==> src/rtl/bank_isu_arb.sv <==
// rtl/bank_isu_arb.sv - four-channel round-robin request arbiter feeding the bank issue queue
//
// Each channel owns a 1-entry holding register. One holding register per cycle
// is granted round-robin into a registered output stage, tagged with its
// channel index.
//
// Ports:
//   clk_i, rst_i                 clock, asynchronous active-high reset
//   ch_valid_i / ch_allowIn_o    per-channel request handshake
//   ch_*_i                       per-channel payload fields, channel k at [W*k +: W]
//   arb_hold_i                   freeze grants (holding registers still fill)
//   out_valid_o / out_allowIn_i  handshake toward the issue queue
//   out_*_o                      granted payload and out_ch_id_o channel tag
//   busy_o                       any holding register or the output stage occupied
module bank_isu_arb #(
  parameter int NUM_CH = 4,
  parameter int PLD_W  = 24
) (
  input  logic                  clk_i,
  input  logic                  rst_i,
  input  logic [NUM_CH-1:0]     ch_valid_i,
  output logic [NUM_CH-1:0]     ch_allowIn_o,
  input  logic [3*NUM_CH-1:0]   ch_rob_id_i,
  input  logic [2*NUM_CH-1:0]   ch_opcode_i,
  input  logic [7*NUM_CH-1:0]   ch_set_way_offset_i,
  input  logic [8*NUM_CH-1:0]   ch_wbuffer_id_i,
  input  logic [4*NUM_CH-1:0]   ch_cacheline_state_i,
  input  logic                  arb_hold_i,
  output logic                  out_valid_o,
  input  logic                  out_allowIn_i,
  output logic [2:0]            out_rob_id_o,
  output logic [1:0]            out_ch_id_o,
  output logic [1:0]            out_opcode_o,
  output logic [6:0]            out_set_way_offset_o,
  output logic [7:0]            out_wbuffer_id_o,
  output logic [3:0]            out_cacheline_state_o,
  output logic                  busy_o
);

  // Payload packing: {rob_id, opcode, set_way_offset, wbuffer_id, cacheline_state}
  logic [PLD_W-1:0]  ch_pld [NUM_CH];
  logic [PLD_W-1:0]  hold_pld_q [NUM_CH];
  logic [NUM_CH-1:0] hold_valid_q, hold_valid_d;
  logic [NUM_CH-1:0] accept;
  logic [NUM_CH-1:0] grant;
  logic [1:0]        rr_ptr_q, rr_ptr_d;
  logic [1:0]        gnt_idx;
  logic [1:0]        cand;
  logic              gnt_fire;
  logic              gnt_en;
  logic              stage_rdy;
  logic              out_valid_q;
  logic [1:0]        out_ch_q;
  logic [PLD_W-1:0]  out_pld_q;

  always_comb begin
    for (int k = 0; k < NUM_CH; k++) begin
      ch_pld[k] = {ch_rob_id_i[3*k +: 3], ch_opcode_i[2*k +: 2],
                   ch_set_way_offset_i[7*k +: 7], ch_wbuffer_id_i[8*k +: 8],
                   ch_cacheline_state_i[4*k +: 4]};
    end
  end

  assign stage_rdy = ~out_valid_q | out_allowIn_i;
  assign gnt_en    = stage_rdy & ~arb_hold_i & (|hold_valid_q);

  // Search starts at rr_ptr and wraps; the first occupied holding register wins.
  always_comb begin
    gnt_fire = 1'b0;
    gnt_idx  = '0;
    cand     = '0;
    for (int i = 0; i < NUM_CH; i++) begin
      cand = rr_ptr_q + 2'(i);
      if (gnt_en && !gnt_fire && hold_valid_q[cand]) begin
        gnt_fire = 1'b1;
        gnt_idx  = cand;
      end
    end
  end

  assign grant = gnt_fire ? ({{(NUM_CH-1){1'b0}}, 1'b1} << gnt_idx) : '0;

  // A draining entry may be refilled in the same cycle.
  assign ch_allowIn_o = ~hold_valid_q | grant;
  assign accept       = ch_valid_i & ch_allowIn_o;
  assign hold_valid_d = accept | (hold_valid_q & ~grant);
  assign rr_ptr_d     = gnt_fire ? gnt_idx + 2'd1 : rr_ptr_q;

  always_ff @(posedge clk_i or posedge rst_i) begin
    if (rst_i) begin
      hold_valid_q <= '0;
      rr_ptr_q     <= '0;
      out_valid_q  <= 1'b0;
      out_ch_q     <= '0;
      out_pld_q    <= '0;
      for (int k = 0; k < NUM_CH; k++) begin
        hold_pld_q[k] <= '0;
      end
    end else begin
      hold_valid_q <= hold_valid_d;
      rr_ptr_q     <= rr_ptr_d;
      for (int k = 0; k < NUM_CH; k++) begin
        if (accept[k]) begin
          hold_pld_q[k] <= ch_pld[k];
        end
      end
      if (gnt_fire) begin
        out_valid_q <= 1'b1;
        out_ch_q    <= gnt_idx;
        out_pld_q   <= hold_pld_q[gnt_idx];
      end else if (out_allowIn_i) begin
        out_valid_q <= 1'b0;
      end
    end
  end

  assign out_valid_o           = out_valid_q;
  assign out_ch_id_o           = out_ch_q;
  assign out_rob_id_o          = out_pld_q[23:21];
  assign out_opcode_o          = out_pld_q[20:19];
  assign out_set_way_offset_o  = out_pld_q[18:12];
  assign out_wbuffer_id_o      = out_pld_q[11:4];
  assign out_cacheline_state_o = out_pld_q[3:0];
  assign busy_o                = (|hold_valid_q) | out_valid_q;

endmodule

==> config.mk <==
export PLATFORM = sky130hd
export DESIGN_NAME = bank_isu_arb
export DESIGN_NICKNAME = d
export VERILOG_FILES = /design/src/rtl/bank_isu_arb.sv
export SDC_FILE = /design/constraint.sdc
export NUM_CORES = 1
export LEC_CHECK = 0
export ABC_AREA = 1
export BUFFER_PORTS_ARGS = -buffer_cell sky130_fd_sc_hd__clkbuf_2
export CAP_MARGIN = 10
export CORE_AREA = 8 8 188 101
export DETAILED_ROUTE_END_ITERATION = 6
export DIE_AREA = 0 0 196 109
export HOLD_SLACK_MARGIN = 0.03
export PLACE_DENSITY = 0.67
export SYNTH_ARGS = -nofsm -noshare
export SYNTH_HDL_FRONTEND = slang
export SYNTH_SLANG_ARGS = --single-unit
==> constraint.sdc <==
create_clock -name clk_i -period 3.7 [get_ports clk_i]
set_clock_uncertainty 0.15 [all_clocks]
set_input_delay 0.37 -clock clk_i [delete_from_list [all_inputs] [get_ports clk_i]]
set_output_delay 0.37 -clock clk_i [all_outputs]
set_load 0.1 [all_outputs]
==> results of run 1 <==
worst max path at each step:
stage               startpoint         endpoint  slack, ns  cells after the start
6_report         out_allowIn_i  ch_allowIn_o[1]       0.15                     13
5_1_grt          out_allowIn_i  ch_allowIn_o[1]      0.007                     13
4_1_cts          out_allowIn_i  ch_allowIn_o[1]       0.10                     13
3_5_place_dp   hold_valid_q[3]   hold_pld_q[52]       0.45                     15
3_3_place_gp   hold_valid_q[3]   hold_pld_q[52]       0.36                     15
2_1_floorplan      out_valid_o  ch_allowIn_o[1]       0.51                     12
synth_stat cells (all sizes together):
master  number
nand3      152
nand2      460
nor2        10
dfrtp      129
a21oi        2
inv         63
buf         25
o21ai        4
o211ai       1
nand4        1
o21bai       2
clkbuf      25
power breakdown:
part           total (uW)  leakage, uW  internal (uW)  switching [uW]
logic                4740      0.00274           1210            3530
clock network        1720     0.000295           1100             623
registers            2480      0.00159           2080             405
total                8940      0.00463           4380            4560
registers in the layout (all words and copies together), names as in the netlist:
| register | count |
|---|---|
| hold_pld_q | 96 |
| out_pld_q | 24 |
| rr_ptr_q | 2 |
| out_valid_o | 1 |
| out_ch_id_o | 2 |
| hold_valid_q | 4 |
kinds of logic after synthesis:
kind of cell | Yosys count | synth area share [%]
AO/OA/AOI/OAI | 9 | 0.822
buffers and inverters | 113 | 7.87
flip-flops | 129 | 50.5
AND/OR/NAND/NOR | 623 | 40.8
per-stage QoR:
step                setup slack, ns  instance area (sq um)  utilization [%]
finish                        0.153                   8040             48.5
global route                0.00707                   8040             48.5
CTS                           0.103                   8030             48.4
detailed placement            0.446                   7230             43.6
global placement              0.365                   7230             43.6
floorplan                     0.512                   6400                -
worst reg2reg max path: stages (launching register included):
cell and delay, ns:
sky130_fd_sc_hd__dfrtp_1 0.44, sky130_fd_sc_hd__inv_1 0.10, sky130_fd_sc_hd__nand2_1 0.12, sky130_fd_sc_hd__nor2_2 0.20, sky130_fd_sc_hd__nor2_4 0.07, sky130_fd_sc_hd__buf_4 0.24
sky130_fd_sc_hd__nand2_1 0.15, sky130_fd_sc_hd__o21ai_0 0.14, sky130_fd_sc_hd__nand2_1 0.10, sky130_fd_sc_hd__nand3_2 0.11, sky130_fd_sc_hd__nand2_4 0.27, sky130_fd_sc_hd__nand2_1 0.18
sky130_fd_sc_hd__nand2_4 0.23, sky130_fd_sc_hd__nand2_2 0.34, sky130_fd_sc_hd__nand2_1 0.17, sky130_fd_sc_hd__nand2_1 0.06
layout make-up:
cell class	instances	area, sq um
multi-input combinational	632	2680
clock buffer	23	468
clock inverter	9	131
inverter	63	243
tap	216	270
sequential	129	3230
fill	1684	8550
timing repair buffer	165	1020
what timing repair did:
action,in CTS,in global routing
hold buffers,20,0
resized for setup,0,2
endpoints found under the setup margin,0,2
endpoints found under the hold margin,20,0
routing by layer:
layer	vias up	global-route usage [%]	part of all wire [%]
met2	185	25.6	41
li1	2974	-	-
met4	0	5.11	1.2
met1	2788	27.7	51
met5	-	0	0
met3	16	5.02	6.6
==> results by stage, run 1 <==
Setup path:
- The worst register-to-register path begins at hold_valid_q[3].
- The required time of the critical path is 3.18 ns.
- The worst register-to-register path ends at hold_pld_q[65].
- The endpoint kind of the worst setup timing path is an output pin.
- The kind of start point of the critical path is an input port.
- STA puts the critical path data arrival time at 3.03 ns.
- The buffer and inverter count on the worst path is 4.
- On the critical path, the stage with the largest delay is an instance of sky130_fd_sc_hd__dlygate4sd3_1.
- Setup slack on the worst reg-to-reg path comes out at 0.50 ns.
- By startpoint and endpoint, the worst setup path is classified as in -> out.
- The worst reg2reg path depth is 15.
- The critical path goes through dlygate4sd3_1 -> clkbuf_2 -> o21bai_1 -> nor2_4 -> buf_4 -> nand2_1 -> o21ai_0 -> nand2_1 -> nand3_2 -> nand2_4 -> nand2_1 -> nand2_4 -> buf_12.
- Along the worst path, the maximum fanout reaches 28.
- Among the stages of the critical path, the cell type that occurs most often is sky130_fd_sc_hd__nand2_1.
- The maximum single-stage delay on the critical path is about 0.53 ns.
- The kind of cell with the highest combined delay along the critical path is simple AND/OR/NAND/NOR gates.

Synth:
- In this run the cell area of the synthesized design comes to ~6400 sq um.
- The share of synthesized area in the top cell type comes to between 50% and 60%.
- The proportion of synthesized chip area in sequential cells is between 50 and 60%.
- The cell type contributing the most total cell area after synthesis is sky130_fd_sc_hd__dfrtp_1.
- Synthesis produced a netlist with a net count of just under 1,000.
- Counting every instance in the synthesized netlist gives 874.
- In this run, synthesis produced a sequential element count of 129.
- Counting distinct cell types in the post-synthesis netlist gives 22.
- The post-synthesis average cell area is 7.32 sq um.
- By area the synthesized netlist is led by sky130_fd_sc_hd__dfrtp_1, sky130_fd_sc_hd__nand2_1, sky130_fd_sc_hd__nand3_1, sky130_fd_sc_hd__inv_1, sky130_fd_sc_hd__clkbuf_1.
- The number of warnings issued by yosys is 0.

Placed design:
- The placed instance count is 1,185.
- During placement, the flow inserted port buffers numbering around 140.
- The post-detailed-placement half-perimeter wirelength is 14,100 um.
- The routability congestion estimate from global placement is about 0.9.

Global routing:
- The via count of the first global-routing pass was between 5,000 and 6,000.
- The number of antenna violations at the first check in global routing was 0.
- The wire length of the first global-routing pass is 31,100 um.
- The total congestion overflow after global routing is 0.
- The pin count of the biggest net entering global routing is 130.
- Across every metal layer, demand over resource in global routing totals 18.5%.

Cells and area:
- The number of cells in the finished layout apart from fillers is 1,237.
- Leaving out fill and tap cells, the most frequent cell in the layout is sky130_fd_sc_hd__nand2_1.
- The antenna diode instance count is 0.
- Of the cells placed in the final design, the portion with a size suffix greater than 1 is roughly a fifth.
- In the layout the commonest cells are sky130_fd_sc_hd__nand2_1, sky130_fd_sc_hd__nand3_1, sky130_fd_sc_hd__clkbuf_2, sky130_fd_sc_hd__dfrtp_1, sky130_fd_sc_hd__inv_1.
- The area added between synthesis and finish is 25.8%.
- The number of nets at the end of the flow is 1,112.

Run status:
- The run finished, with violations left.
- The checks that failed: hold timing.

Clocking:
- Post-CTS timing repair inserted 0 buffers for setup.
- The root buffer cell is sky130_fd_sc_hd__clkbuf_16.
- In this run, CTS created clock tree buffers numbering 17.
- After clock tree synthesis, the clock-pin slew on the worst setup and hold paths is approximately 0.060 ns.
- The maximum clock path buffer count is 2.
- TritonCTS built the clock tree.
- The TritonCTS sink count is 129.
- The depth of the CTS H-tree is 4.
- The later pin in the worst-skew pair is clocked with a latency of roughly 0.4 ns.

Floorplanning:
- The core region area is 16,600 sq um.
- The die is between 150 and 200 um wide.
- The die is approximately 110 um tall.
- The starting density of the core is 38.5%.
- The full die area is ~21,000 sq um.
- The initialized floorplan defines 34 standard-cell rows.
- For this design the top-level I/O count stands at between 100 and 150.

STA:
- The final clock period utilization by the worst path is ~96%.
- The final critical delay including setup and external delays is 3.55 ns.
- The worst pin sits at a relative slew slack of 51.8%.
- After routing, the total negative slack on setup checks comes to 0 ns.
- On the final layout, the worst hold slack is -0.00349 ns.
- The fmax is ~0.28 GHz.
- The number of hold-slack violations in the final timing report is 3.
- The final max-slew violation count was 0.
- Setup repair after global routing left no endpoint under its margin.
- The total setup violations reported at the end of the flow is 0.
- The transition time at the pin with the least slew margin is 0.723 ns.

Detailed routing:
- In the final routed layout, each cell accounts on average for 15.5 um.
- Dividing the detail-routed via count by the number of cells gives about 4.8.
- The via count is 5,963.
- The detailed router finished its first iteration with around 390 violations.
- In the routed design, unresolved DRC markers number 0.
- The number of antenna-violating nets in the routed design is 0.
- The first TritonRoute pass finished after 5 iterations.
- After detailed routing, the total wire length is 19,100 um.

Hold path:
- The class of the tightest hold or removal check is in -> async.

Flow run:
- Max-cap violations in this run came to 0.

Pwr:
- Dividing total power by cell area gives a power density of 1110 nW/um^2.
- Overall power consumption after layout is estimated at 8940 uW.
- IR analysis of the VDD net gives a maximum drop of 0.997 mV.
- Summed over all cells, the static leakage comes to 0.00463 uW.
(Power assumes the default switching activity.)
==> inputs of run 2 (changes only) <==
==> constraint.sdc (replaced) <==
create_clock -name clk_i -period 3.7 [get_ports clk_i]
set_clock_uncertainty 0.15 [all_clocks]
set_input_delay 0.37 -clock clk_i [delete_from_list [all_inputs] [get_ports clk_i]]
set_output_delay 0.37 -clock clk_i [all_outputs]
set_load 0.01 [all_outputs]
==> results by stage, run 2 (synthesized netlist as in run 1, its figures left out) <==
Run status:
- Outcome: finished, violations left (unchanged).
- Violated checks: hold timing (unchanged).

STA:
- The final critical delay including setup and external delays is 3.48 ns (was 3.55 ns).
- The final max-slew violation count is 0 (unchanged).
- The transition time at the pin with the least slew margin is 0.731 ns (was 0.723 ns).
- The fmax is 0.287 GHz (was 0.282 GHz).
- The worst-case hold slack is -0.0346 ns (was -0.00349 ns).
- The number of hold-slack violations in the final timing report is 29 (was 3).
- RSZ-0062 raised after global routing: true (was false).
- The worst slew margin relative to its limit was 51.3% (was 51.8%).
- The total setup violations reported at the end of the flow was 0 (unchanged).
- The final clock period utilization by the worst path came to 94.2% (was 95.9%).

Detailed routing:
- The first-iteration detailed-routing DRC count is 538 (was 386).
- The vias per cell was 4.89 (was 4.82).
- The detailed-route wire length per cell is 15.6 um (was 15.5 um).
- The number of detailed-route iterations in the first pass is 5 (unchanged).
- The final wirelength came to 19,200 um (was 19,100 um).
- The remaining design rule violation count is 0 (unchanged).
- The number of antenna-violating nets in the routed design is 0 (unchanged).
- The via count was 5,992 (was 5,963).

Placed design:
- The routability congestion estimate from global placement was 0.855 (was 0.889).
- The number of I/O port buffers is 135 (unchanged).
- The cell area reported after detailed placement was 7170 sq um (was 7230 sq um).
- The placed instance count was 1,185 (unchanged).
- The post-detailed-placement half-perimeter wirelength was 14,300 um (was 14,100 um).

Clocking:
- The root buffer cell was sky130_fd_sc_hd__clkbuf_16 (unchanged).
- The setup fix buffers added after clock tree synthesis is 0 (unchanged).
- The clock tree from TritonCTS is built (unchanged).
- The TritonCTS buffer count is 17 (unchanged).
- The clock-pin slew reported for the worst setup and hold paths after clock tree synthesis is 0.06 ns (about the same).
- The depth of the CTS H-tree is 4 (unchanged).
- The TritonCTS sink count came to 129 (unchanged).
- The maximum clock path buffer count is 2 (unchanged).
- The clock insertion delay at the later pin of the skew report is 0.42 ns (was 0.41 ns).

Setup path:
- The data arrival time of the worst path is 2.96 ns (was 3.03 ns).
- The cell repeated most along the worst path is sky130_fd_sc_hd__nand2_1 (unchanged).
- The category of the critical setup timing path is reg -> out (was in -> out).
- The largest fanout of any net on the critical path is 26 (was 28).
- The maximum single-stage delay on the critical path came to 0.49 ns (was 0.53 ns).
- The endpoint kind of the worst setup timing path is an output pin (unchanged).
- The worst reg2reg path depth is 14 (was 15).
- Cell breakdown of the critical path: inv_4 -> nand2_1 -> nand2_1 -> nand2_1 -> nand2_2 -> nand4_2 -> nand2_4 -> nand2_4 -> inv_6 -> nand2_1 -> nand2_2 -> clkbuf_2 (was dlygate4sd3_1 -> clkbuf_2 -> o21bai_1 -> nor2_4 -> buf_4 -> nand2_1 -> o21ai_0 -> nand2_1 -> nand3_2 -> nand2_4 -> nand2_1 -> nand2_4 -> buf_12).
- The cell at the slowest stage of the critical path is sky130_fd_sc_hd__dfrtp_1 (was sky130_fd_sc_hd__dlygate4sd3_1).
- The kind of start point of the critical path is a register (was input port).
- The required time of the critical path came to 3.18 ns (about the same).
- The worst setup slack for register-to-register paths is 0.52 ns (was 0.50 ns).

Global routing:
- The pin count of the biggest net entering global routing is 130 (unchanged).
- The number of antenna violations at the first check in global routing is 0 (unchanged).
- The total congestion overflow after global routing came to 0 (unchanged).
- The via count of the first global-routing pass is 6,002 (was 5,824).
- The wire length of the first global-routing pass came to 31,400 um (was 31,100 um).
- The combined global-route utilization of all metal layers is 18.5% (about the same).

Floorplanning:
- The die extent in y came to 109 um (unchanged).
- The full die area is 21,400 sq um (unchanged).
- The core region area is 16,600 sq um (unchanged).
- The die width came to 196 um (unchanged).
- The number of placed I/O pins came to 136 (unchanged).
- The number of cell rows came to 34 (unchanged).
- The starting density of the core is 38.5% (unchanged).

Cells and area:
- The flip-flop count of the largest register after layout is 96 (unchanged).
- The combined area of the multi-input logic cells is 2670 sq um (was 2680 sq um).
- The area added between synthesis and finish is 23.2% (was 25.8%).
- Most frequent cells in the layout: sky130_fd_sc_hd__nand2_1, sky130_fd_sc_hd__nand3_1, sky130_fd_sc_hd__clkbuf_2, sky130_fd_sc_hd__dfrtp_1, sky130_fd_sc_hd__inv_1 (unchanged).
- The post-route cell area is 7880 sq um (was 8040 sq um).
- The number of inserted filler cells in the final layout is 1,720 (was 1,684).
- The number of cells in the finished layout apart from fillers is 1,226 (was 1,237).
- The area taken by flip-flops and latches was 3230 sq um (unchanged).
- The most common cell after layout, fill and taps aside is sky130_fd_sc_hd__nand2_1 (unchanged).
- The share of cells above drive strength 1 is 20.3% (was 19.8%).
- The register bank with the most flops is hold_pld_q (unchanged).
- The number of nets at the end of the flow is 1,101 (was 1,112).
- The antenna diode instance count was 0 (unchanged).
- Regs by FF count: hold_pld_q (96), out_pld_q (24), hold_valid_q (4) (unchanged).

Hold path:
- The class of the tightest hold or removal check is in -> async (unchanged).

Pwr:
- The maximum vdd drop was 0.482 mV (was 0.997 mV).
- The leakage power of the design is 0.00455 uW (was 0.00463 uW).
- The power density relative to cell area is 977 nW/um^2 (was 1110 nW/um^2).

Flow run:
- The number of max-cap violations is 0 (unchanged).
[run 2: cell count changes in the layout (fill, tap and decap cells not counted), sizes merged]
cell | previous run | this run
dlygate4sd3 | 20 | 9
clkinvlp | 1 | 5
inv | 62 | 63
clkinv | 6 | 5
buf | 14 | 10
[run 2: area by class of cell]
type | count | area share, %
Clock buffer | 19 | 5.62
Clock inverter | 13 | 2.05
Inverter | 63 | 3.15
Multi-Input combinational cell | 632 | 33.9
Sequential cell | 129 | 41.0
Tap cell | 216 | 3.43
Timing Repair Buffer | 154 | 10.8
[run 2: worst max-delay path, delay by kind of cell, from the launching register on]
| kind | cells | cell delay, ns |
|---|---|---|
| buffers and inverters | 3 | 0.56 |
| DFF | 1 | 0.49 |
| and+or+nand+nor | 9 | 1.48 |
[run 2: routing by layer]
layer	global-route usage, %	part of all wire (%)
met1	27.4	51
met2	26.4	40
met3	5.36	7.4
met4	3.98	0.76
met5	0	0
[run 2: worst paths after layout]
path / startpoint / to
worst max-delay path: rr_ptr_q[0] / ch_allowIn_o[1]
worst min-delay path: rst_i / out_valid_o
worst max register to register: rr_ptr_q[0] / hold_pld_q[60]
worst min register to register: hold_pld_q[81] / hold_pld_q[81]
max in group asynchronous: rst_i / out_pld_q[10]
min in group clk_i: ch_rob_id_i[5] / hold_pld_q[71]
[run 2: per-stage QoR]
| step | setup WS, ns | hold slack, ns | power [uW] | TNS (ns) | util, % |
|---|---|---|---|---|---|
| 6_report | 0.216 | -0.0346 | 7690 | 0 | 47.5 |
| 5_1_grt | -0.0534 | 0.0307 | 8370 | -0.0534 | 47.5 |
| 4_1_cts | 0.0267 | 0.0304 | 7700 | 0 | 47.4 |
| 3_5_place_dp | 0.362 | 0.309 | 5940 | 0 | 43.2 |
| 3_3_place_gp | 0.488 | 0.305 | 5880 | 0 | 43.2 |
| 2_1_floorplan | 1.46 | 0.292 | 4940 | 0 | - |
[run 2: timing repair]
action                                 4_1_cts  5_1_grt
endpoints found under the hold margin        9        0
setup endpoints to repair                    0       27
resized for setup                            0        4
hold buffers                                 9        0
[run 2: report_power, final]
part | internal [uW] | switching (uW)
Clock | 1080 | 651
Sequential | 2080 | 418
Combinational | 1090 | 2380
==> inputs of run 3 (changes only) <==
==> constraint.sdc (replaced) <==
create_clock -name clk_i -period 3.7 [get_ports clk_i]
set_clock_uncertainty 0.15 [all_clocks]
set_input_delay 0.185 -clock clk_i [delete_from_list [all_inputs] [get_ports clk_i]]
set_output_delay 0.185 -clock clk_i [all_outputs]
set_load 0.01 [all_outputs]
==> results by stage, run 3 (synthesized netlist as in run 1, its figures left out) <==
Global routing:
- The met1 routing resource usage after global routing is 29.4% (was 27.4%).
- The combined global-route utilization of all metal layers came to 19.6% (was 18.5%).
- The pin count of the biggest net entering global routing is 130 (unchanged).
- The total congestion overflow after global routing came to 0 (unchanged).
- The met2 track demand over resource is 27.4% (was 26.4%).
- The via count of the first global-routing pass came to 6,221 (was 6,002).
- The highest-utilization routing layer at the global route stage is met1 (unchanged).
- The global-route met3 utilization is 5.33% (was 5.36%).
- The number of antenna violations at the first check in global routing is 0 (unchanged).
- The wire length of the first global-routing pass is 33,300 um (was 31,400 um).

STA:
- The worst-case hold slack is 0.140 ns (was -0.0346 ns).
- The total setup violations reported at the end of the flow is 0 (unchanged).
- The transition time at the pin with the least slew margin is 0.727 ns (was 0.731 ns).
- The final total negative setup slack came to 0 ns (unchanged).
- The number of hold-slack violations in the final timing report is 0 (was 29).
- The final clock period utilization by the worst path is 93.2% (was 94.2%).
- The final critical delay including setup and external delays is 3.45 ns (was 3.48 ns).
- The final max-slew violation count is 0 (unchanged).
- RSZ-0062 raised after global routing: false (was true).
- The fmax was 0.290 GHz (was 0.287 GHz).
- The worst slew margin relative to its limit is 51.5% (was 51.3%).

Floorplanning:
- The die width was 196 um (unchanged).
- The die extent in y is 109 um (unchanged).
- The core region area was 16,600 sq um (unchanged).
- The full die area is 21,400 sq um (unchanged).
- The starting density of the core came to 38.5% (unchanged).
- The number of cell rows was 34 (unchanged).
- The number of placed I/O pins is 136 (unchanged).

Placed design:
- The post-detailed-placement half-perimeter wirelength is 14,400 um (was 14,300 um).
- The routability congestion estimate from global placement was 1.03 (was 0.855).
- The placed instance count is 1,185 (unchanged).
- The number of I/O port buffers is 135 (unchanged).

Pwr:
- The net switching power figure came to 3480 uW (was 3450 uW).
- The internal power was 4410 uW (was 4240 uW).
- The combinational fraction of design power is 45.3% (was 45.1%).
- The maximum vdd drop was 0.573 mV (was 0.482 mV).
- The sequential share of power is 31.5% (was 32.5%).
- The part of the power in the clock network is 23.2% (was 22.5%).
- The power density relative to cell area was 896 nW/um^2 (was 977 nW/um^2).
- The fraction of power spent switching nets was 44.1% (was 44.8%).
- The leakage power of the design is 0.00496 uW (was 0.00455 uW).

Clocking:
- The clock-pin slew reported for the worst setup and hold paths after clock tree synthesis is 0.06 ns (about the same).
- The clock tree from TritonCTS was built (unchanged).
- The root buffer cell was sky130_fd_sc_hd__clkbuf_16 (unchanged).
- The maximum clock path buffer count is 2 (unchanged).
- The TritonCTS sink count is 129 (unchanged).
- The setup fix buffers added after clock tree synthesis was 0 (unchanged).
- The depth of the CTS H-tree came to 4 (unchanged).
- The clock insertion delay at the later pin of the skew report is 0.41 ns (was 0.42 ns).
- The TritonCTS buffer count came to 17 (unchanged).

Setup path:
- The required time of the critical path is 3.37 ns (was 3.18 ns).
- The category of the critical setup timing path is reg -> out (unchanged).
- The kind of start point of the critical path is a register (unchanged).
- The largest fanout of any net on the critical path is 27 (was 26).
- The endpoint kind of the worst setup timing path was an output pin (unchanged).
- The data arrival time of the worst path came to 3.11 ns (was 2.96 ns).

Detailed routing:
- The number of detailed-route iterations in the first pass is 5 (unchanged).
- The first-iteration detailed-routing DRC count came to 614 (was 538).
- The number of antenna-violating nets in the routed design is 0 (unchanged).
- The final wirelength is 20,200 um (was 19,200 um).
- The via count is 6,286 (was 5,992).
- The detailed-route wire length per cell is 15.4 um (was 15.6 um).
- The vias per cell came to 4.78 (was 4.89).
- The remaining design rule violation count was 0 (unchanged).

Cells and area:
- The antenna diode instance count came to 0 (unchanged).
- The share of cells above drive strength 1 is 18.7% (was 20.3%).
- The number of nets at the end of the flow is 1,190 (was 1,101).
- The register bank with the most flops is hold_pld_q (unchanged).
- Regs by FF count: hold_pld_q (96), out_pld_q (24), hold_valid_q (4) (unchanged).
- The flip-flop count of the largest register after layout was 96 (unchanged).
- The area added between synthesis and finish is 37.8% (was 23.2%).
- Most frequent cells in the layout: sky130_fd_sc_hd__nand2_1, sky130_fd_sc_hd__nand3_1, sky130_fd_sc_hd__clkbuf_2, sky130_fd_sc_hd__dfrtp_1, sky130_fd_sc_hd__dlygate4sd3_1 (was sky130_fd_sc_hd__nand2_1, sky130_fd_sc_hd__nand3_1, sky130_fd_sc_hd__clkbuf_2, sky130_fd_sc_hd__dfrtp_1, sky130_fd_sc_hd__inv_1).
- The number of cells in the finished layout apart from fillers is 1,315 (was 1,226).
- The most common cell after layout, fill and taps aside is sky130_fd_sc_hd__nand2_1 (unchanged).

Run status:
- Outcome: finished clean (was finished, violations left).

Flow run:
- The number of max-cap violations is 0 (unchanged).

Hold path:
- The class of the tightest hold or removal check is in -> reg (was in -> async).
==> run 3: cell types whose count changed in the layout (fill, tap and decap cells not counted), sizes merged <==
| cell | delta |
|---|---|
| bufinv | +1 |
| clkbuf | +2 |
| clkinv | -1 |
| clkinvlp | -3 |
| dlygate4sd3 | +89 |
| inv | +1 |
==> run 3: worst max-delay path, stage by stage, from the launching register on <==
cell                       delay, ns
sky130_fd_sc_hd__dfrtp_1        0.45
sky130_fd_sc_hd__inv_1          0.14
sky130_fd_sc_hd__nand2_1        0.11
sky130_fd_sc_hd__o21ai_2        0.24
sky130_fd_sc_hd__buf_4          0.26
sky130_fd_sc_hd__nor2_1         0.07
sky130_fd_sc_hd__nor2_1         0.14
sky130_fd_sc_hd__nand2_2        0.10
sky130_fd_sc_hd__nand2_4        0.27
sky130_fd_sc_hd__nand3_1        0.21
sky130_fd_sc_hd__nand2_2        0.28
sky130_fd_sc_hd__buf_4          0.27
sky130_fd_sc_hd__clkbuf_2       0.17
==> run 3: area by class of cell <==
cell class,instances,area [sq um]
fill,1621,7780
sequential,129,3230
multi-input combinational,632,2680
timing repair buffer,243,1740
clock buffer,21,470
tap,216,270
inverter,63,245
clock inverter,11,176
==> run 3: per-stage QoR <==
stage	area, sq um	setup slack (ns)	total power [uW]	util, %
finish	8810	0.250	7890	53.1
global placement	7170	0.377	5900	43.2
floorplan	6400	1.59	4940	-
detailed placement	7170	0.293	5950	43.2
CTS	8800	0.245	7900	53.0
global route	8810	0.0571	8560	53.1
==> run 3: final timing paths <==
| path | start | to | slack [ns] | depth (start not counted) |
|---|---|---|---|---|
| min | arb_hold_i | rr_ptr_q[1] | 0.14 | 4 |
| max | hold_valid_q[3] | ch_allowIn_o[2] | 0.25 | 12 |
| max reg2reg | hold_valid_q[3] | hold_pld_q[88] | 0.46 | 14 |
| min in group asynchronous | rst_i | out_pld_q[23] | 0.37 | 4 |
| max in group asynchronous | rst_i | hold_pld_q[4] | 2.48 | 4 |
| min reg2reg | hold_pld_q[94] | hold_pld_q[94] | 0.32 | 2 |
==> run 3: power groups by stage <==
stage          Sequential (uW)  Combinational [uW]  Clock, uW
5_1_grt                   2560                4080       1920
3_5_place_dp              2490                3470          0
2_1_floorplan             2430                2510          0
3_3_place_gp              2490                3400          0
4_1_cts                   2480                3570       1850
6_report                  2480                3570       1830
==> run 3: repair_timing <==
item	CTS	global route
endpoints found under the setup margin	0	26
hold buffers	98	0
gates resized for setup	0	4
endpoints found under the hold margin	226	0
==> run 3: per-layer routing <==
metal | wire, um | up-vias
li1 | - | 3129
met1 | 10300 | 2927
met2 | 8270 | 201
met3 | 1380 | 29
met4 | 318 | 0
met5 | 0 | -
